===== src/rtl/cache_ctrl_dm.sv =====
// cache_ctrl_dm: direct-mapped cache tag controller, write-through.
// Ports: clk, reset (async, high); readFlag/writeFlag/flush requests with
// tag/index; mem_ack from memory. Outputs: stall, hit/miss pulses,
// mem_req/mem_we/mem_idx/mem_tag to memory, saturating hit/miss counts.
module cache_ctrl_dm #(
    parameter int TAG_W = 8,
    parameter int IDX_W = 3,
    parameter int CNT_W = 16
) (
    input  logic             clk,
    input  logic             reset,
    input  logic             readFlag,
    input  logic             writeFlag,
    input  logic             flush,
    input  logic [TAG_W-1:0] tag,
    input  logic [IDX_W-1:0] index,
    input  logic             mem_ack,
    output logic             stall,
    output logic             hit,
    output logic             miss,
    output logic             mem_req,
    output logic             mem_we,
    output logic [IDX_W-1:0] mem_idx,
    output logic [TAG_W-1:0] mem_tag,
    output logic [CNT_W-1:0] hit_count,
    output logic [CNT_W-1:0] miss_count
);

    localparam int ENTRIES = 1 << IDX_W;

    typedef enum logic [1:0] {
        S_IDLE,
        S_LOOKUP,
        S_MEM_WAIT,
        S_FLUSH
    } state_t;

    state_t           r_state;
    logic [ENTRIES-1:0] r_valid;
    logic [TAG_W-1:0] r_tags [ENTRIES];
    logic [TAG_W-1:0] r_tag;
    logic [IDX_W-1:0] r_idx;
    logic [IDX_W-1:0] r_fidx;
    logic             r_op_we;
    logic             r_stall;
    logic             r_hit;
    logic             r_miss;
    logic             r_mem_req;
    logic             r_mem_we;
    logic [CNT_W-1:0] r_hit_cnt;
    logic [CNT_W-1:0] r_miss_cnt;
    logic             w_match;

    // Table is only modified outside IDLE, so matching against the live
    // request at acceptance gives the same answer as matching in LOOKUP,
    // and lets hit/miss be registered pulses during the LOOKUP cycle.
    assign w_match = r_valid[index] && (r_tags[index] == tag);

    always_ff @(posedge clk or posedge reset) begin
        if (reset) begin
            r_state    <= S_IDLE;
            r_valid    <= '0;
            for (int i = 0; i < ENTRIES; i++) r_tags[i] <= '0;
            r_tag      <= '0;
            r_idx      <= '0;
            r_fidx     <= '0;
            r_op_we    <= 1'b0;
            r_stall    <= 1'b0;
            r_hit      <= 1'b0;
            r_miss     <= 1'b0;
            r_mem_req  <= 1'b0;
            r_mem_we   <= 1'b0;
            r_hit_cnt  <= '0;
            r_miss_cnt <= '0;
        end else begin
            unique case (r_state)
                S_IDLE: begin
                    r_hit  <= 1'b0;
                    r_miss <= 1'b0;
                    if (flush) begin
                        r_state <= S_FLUSH;
                        r_stall <= 1'b1;
                        r_fidx  <= '0;
                    end else if (writeFlag || readFlag) begin
                        r_state <= S_LOOKUP;
                        r_stall <= 1'b1;
                        r_tag   <= tag;
                        r_idx   <= index;
                        r_op_we <= writeFlag;
                        r_hit   <= w_match;
                        r_miss  <= !w_match;
                    end
                end
                S_LOOKUP: begin
                    r_hit  <= 1'b0;
                    r_miss <= 1'b0;
                    if (r_hit && (r_hit_cnt != {CNT_W{1'b1}}))
                        r_hit_cnt <= r_hit_cnt + 1'b1;
                    if (r_miss && (r_miss_cnt != {CNT_W{1'b1}}))
                        r_miss_cnt <= r_miss_cnt + 1'b1;
                    if (r_hit && !r_op_we) begin
                        r_state <= S_IDLE;
                        r_stall <= 1'b0;
                    end else begin
                        r_state   <= S_MEM_WAIT;
                        r_mem_req <= 1'b1;
                        r_mem_we  <= r_op_we;
                    end
                end
                S_MEM_WAIT: begin
                    // Read fill and write allocate both install the line.
                    if (mem_ack) begin
                        r_valid[r_idx] <= 1'b1;
                        r_tags[r_idx]  <= r_tag;
                        r_state        <= S_IDLE;
                        r_stall        <= 1'b0;
                        r_mem_req      <= 1'b0;
                        r_mem_we       <= 1'b0;
                    end
                end
                S_FLUSH: begin
                    r_valid[r_fidx] <= 1'b0;
                    r_fidx          <= r_fidx + 1'b1;
                    if (r_fidx == IDX_W'(ENTRIES - 1)) begin
                        r_state <= S_IDLE;
                        r_stall <= 1'b0;
                    end
                end
                default: begin
                    r_state <= S_IDLE;
                    r_stall <= 1'b0;
                end
            endcase
        end
    end

    assign stall      = r_stall;
    assign hit        = r_hit;
    assign miss       = r_miss;
    assign mem_req    = r_mem_req;
    assign mem_we     = r_mem_we;
    assign mem_idx    = r_idx;
    assign mem_tag    = r_tag;
    assign hit_count  = r_hit_cnt;
    assign miss_count = r_miss_cnt;

endmodule


===== config.mk =====
export PLATFORM = sky130hd
export DESIGN_NAME = cache_ctrl_dm
export DESIGN_NICKNAME = d
export VERILOG_FILES = /design/src/rtl/cache_ctrl_dm.sv
export SDC_FILE = /design/constraint.sdc
export NUM_CORES = 1
export LEC_CHECK = 0
export CORE_MARGIN = 2
export CORE_UTILIZATION = 56
export DETAILED_ROUTE_END_ITERATION = 16
export PLACE_DENSITY = 0.77
export SYNTH_ARGS = -nofsm -noshare
export SYNTH_HDL_FRONTEND = slang
export SYNTH_SLANG_ARGS = --single-unit

===== constraint.sdc =====
create_clock -name clk -period 4.4 [get_ports clk]
set_input_delay 0.44 -clock clk [delete_from_list [all_inputs] [get_ports clk]]
set_output_delay 0.44 -clock clk [all_outputs]
set_load 0.1 [all_outputs]

==> impl_metrics.tcl <==
set metrics [dict create \
    drc_errors 0 \
    status "finished, final reports clean" \
    rsz0062_at_grt "no" \
    die_w_um 106 \
    ctsResizeCount 0 \
    synthDistinctLibCells 43 \
    drv_cap 0 \
    rows 37 \
    ir_worst_vdd_mv 0.458 \
    critPathKind "flip-flop to output pin" \
    drt_iter0_drc 212 \
    syn_area_mm2 0.00580 \
    wl_per_cell_um 18.4 \
    leakage_nw 3.15 \
    crit_family "buffers and inverters" \
    dr.pass1.iters 6 \
    synth_top_flop_cell "dfrtp_1" \
    fin_total_pwr_mw 4.97 \
    cp_data_required_time_ns 3.96 \
    ant_nets 0 \
    core_mm2 0.0102 \
    cts_buffers 17 \
    maxSlewHeadroom 0.313 \
    hold_buffers 0 \
    cp_max_fo 9 \
    slew_violations 0 \
    clock-sinks 126 \
    fin_worst_skew_ns 0.00636 \
    ys_seq_area_frac 0.544 \
    grt_pass1_wl_mm 19.5 \
    crit_arrival_ns 2.22 \
    min_period_over_period 0.605 \
    fillerInstances 737 \
    initial_core_util 0.569 \
    track_usage 0.228 \
    dieHeight_um 106 \
    critical_path.slowest_cell "clkdlybuf4s50_1" \
    nets 516 \
    clk_latency_ns 0.51 \
    clk_pin_slew_ns 0.05 \
    hold_class "input pin to async pin" \
    synth_cells 425 \
    synth_seq_cells 126 \
    antenna_found_initial 0 \
    hold_slack_ns 0.501 \
    grt_pass1_vias 3775 \
    synth_fp_nets 446 \
    antenna-diode-count 0 \
    clockBufferDepth 2 \
    crit_buf_inv 1 \
    worst_pin_slew_ns 1.03 \
    critical_path.startpoint_type "flip-flop" \
    area.growth.synth_to_final_pct 21.8 \
    cts.htree.levels 4 \
    power_density_mw_per_mm2 703 \
    io_buffers 64 \
    final_util 0.694 \
    via_per_inst 5.68 \
    yosys_warnings 0 \
    root_buffer "clkbuf_8" \
    synth_enable_flop_cells 0 \
    tritoncts "yes" \
    grt_max_degree 78 \
    finalHoldViolations 0 \
    hpwlAfterDp_mm 7.85 \
    num_vias 3642 \
    gr-total-overflow 0 \
    avgSynthCellArea_um2 13.6 \
    synthArstFlopShare 1.00 \
    dieArea_mm2 0.0112 \
    drive_gt1_frac 0.267 \
    post_cts_buffers 0 \
    finalSetupTns_ns 0 \
    cp-end-kind "output pin" \
    setup_violations 0 \
    max_stage_delay_ns 1.20 \
    fmax_mhz 376 \
    period_minus_slack_ns 2.66 \
    pin_count 65 \
    crit_chain "clkdlybuf4s50_1" \
    gp_congestion 0.777 \
    wirelength_mm 11.8 \
]
[cell type report]
| type | instances | area (um2) | share of cell area |
|---|---|---|---|
| Clock buffer | 22 | 463 | 0.0655 |
| Clock inverter | 7 | 65.1 | 0.00921 |
| Inverter | 6 | 25.0 | 0.00354 |
| Multi-Input combinational cell | 277 | 2520 | 0.357 |
| Sequential cell | 126 | 3150 | 0.446 |
| Tap cell | 136 | 170 | 0.0241 |
| Timing Repair Buffer | 67 | 663 | 0.0939 |
[report_power, final]
group	total, mW	internal (mW)	switching [mW]
Combinational	1.75	0.709	1.04
Clock	1.24	0.778	0.462
Sequential	1.98	1.58	0.395
[cell families (layout without fill, tap and decap cells)]
family,after synthesis,after routing,synth area share
AOI/OAI and AO/OA,29,29,0.0337
adders and majority gates,4,4,0.00863
DFF,126,126,0.544
buffers and inverters,22,102,0.0209
xor gates and xnor gates,38,38,0.0574
and+or+nand+nor,96,96,0.0967
muxes,110,110,0.239
[routing by layer]
metal	global-route usage	routed length (um)	vias up
met5	0	0	-
met4	0.0733	100	0
met3	0.0501	394	11
met2	0.386	6080	79
met1	0.295	5240	1876
li1	-	-	1676
[layout by cell type, fill, tap and decap left out, drive strengths merged]
cell and count:
and4 5, ha 4, clkbuf 22, clkinvlp 2
and2 2, nor2b 3, clkdlybuf4s50 64, nand3 13
o21ai 11, nor2 13, o22ai 2, mux4 15
mux2i 17, a211oi 1, and3b 1, nand2 21
and3 5, a21oi 5, bufinv 1, nor3b 3
o311a 2, nor4 1, or2 1, a21o 1
a22oi 1, clkinv 4, or3 1, xnor2 22
o21a 1, o31ai 2, nand3b 2, inv 6
nor3 3, nand4 12, dfrtp 126, buf 3
nand2b 10, a22o 3, xor2 16, mux2 78
[synthesized netlist by cell type, types with 2 or more instances]
| cell | count | area (um2) |
|---|---|---|
| dfrtp_1 | 126 | 3150 |
| mux2_2 | 78 | 878 |
| xnor2_1 | 22 | 193 |
| nand2_1 | 21 | 78.8 |
| mux2i_1 | 17 | 170 |
| xor2_1 | 16 | 140 |
| mux4_2 | 15 | 338 |
| nand3_1 | 13 | 65.1 |
| nor2_1 | 13 | 48.8 |
| nand4_1 | 11 | 68.8 |
| o21ai_0 | 11 | 55.1 |
| nand2b_1 | 10 | 62.6 |
| clkbuf_1 | 7 | 26.3 |
| inv_1 | 6 | 22.5 |
| a21oi_1 | 5 | 25.0 |
| and3_1 | 4 | 25.0 |
| buf_2 | 4 | 20.0 |
| buf_6 | 4 | 45.0 |
| ha_1 | 4 | 50.1 |
| a22o_1 | 3 | 26.3 |
| and4_1 | 3 | 26.3 |
| nor2b_1 | 3 | 18.8 |
| nor3_1 | 3 | 15.0 |
| nor3b_2 | 3 | 37.5 |
| and4_4 | 2 | 22.5 |
| nand3b_1 | 2 | 15.0 |
| o22ai_1 | 2 | 12.5 |
| o31ai_1 | 2 | 15.0 |
[state kept, by name, indices dropped and copies added, names as in the netlist]
register	cells
r_tags	64
hit_count	16
miss_count	16
mem_tag	8
r_valid	8
mem_idx	3
r_fidx	3
r_state	2
hit	1
mem_req	1
mem_we	1
miss	1
r_op_we	1
stall	1
[path summary, 6_finish.rpt]
path	from	to	cells past startpoint	slack, ns
worst min-delay path	reset	r_valid[0]	2	0.50
worst max-delay path	mem_idx[1]	mem_idx[1]	1	1.74
worst min register to register	r_tags[32]	r_tags[32]	1	0.50
min in group clk	r_tags[32]	r_tags[32]	1	0.50
worst max register to register	r_state[0]	r_tags[36]	4	2.02
max in group asynchronous	reset	r_tags[63]	3	2.95
[stage by stage]
step,area (um2),std cells,setup WS [ns]
after global routing,7060,641,1.65
after floorplan,5800,425,0.604
after global placement,6540,612,1.34
after CTS,7060,641,1.71
final,7060,641,1.74
after detailed placement,6540,612,1.23
Note: power is estimated with default switching activity, not from simulation.
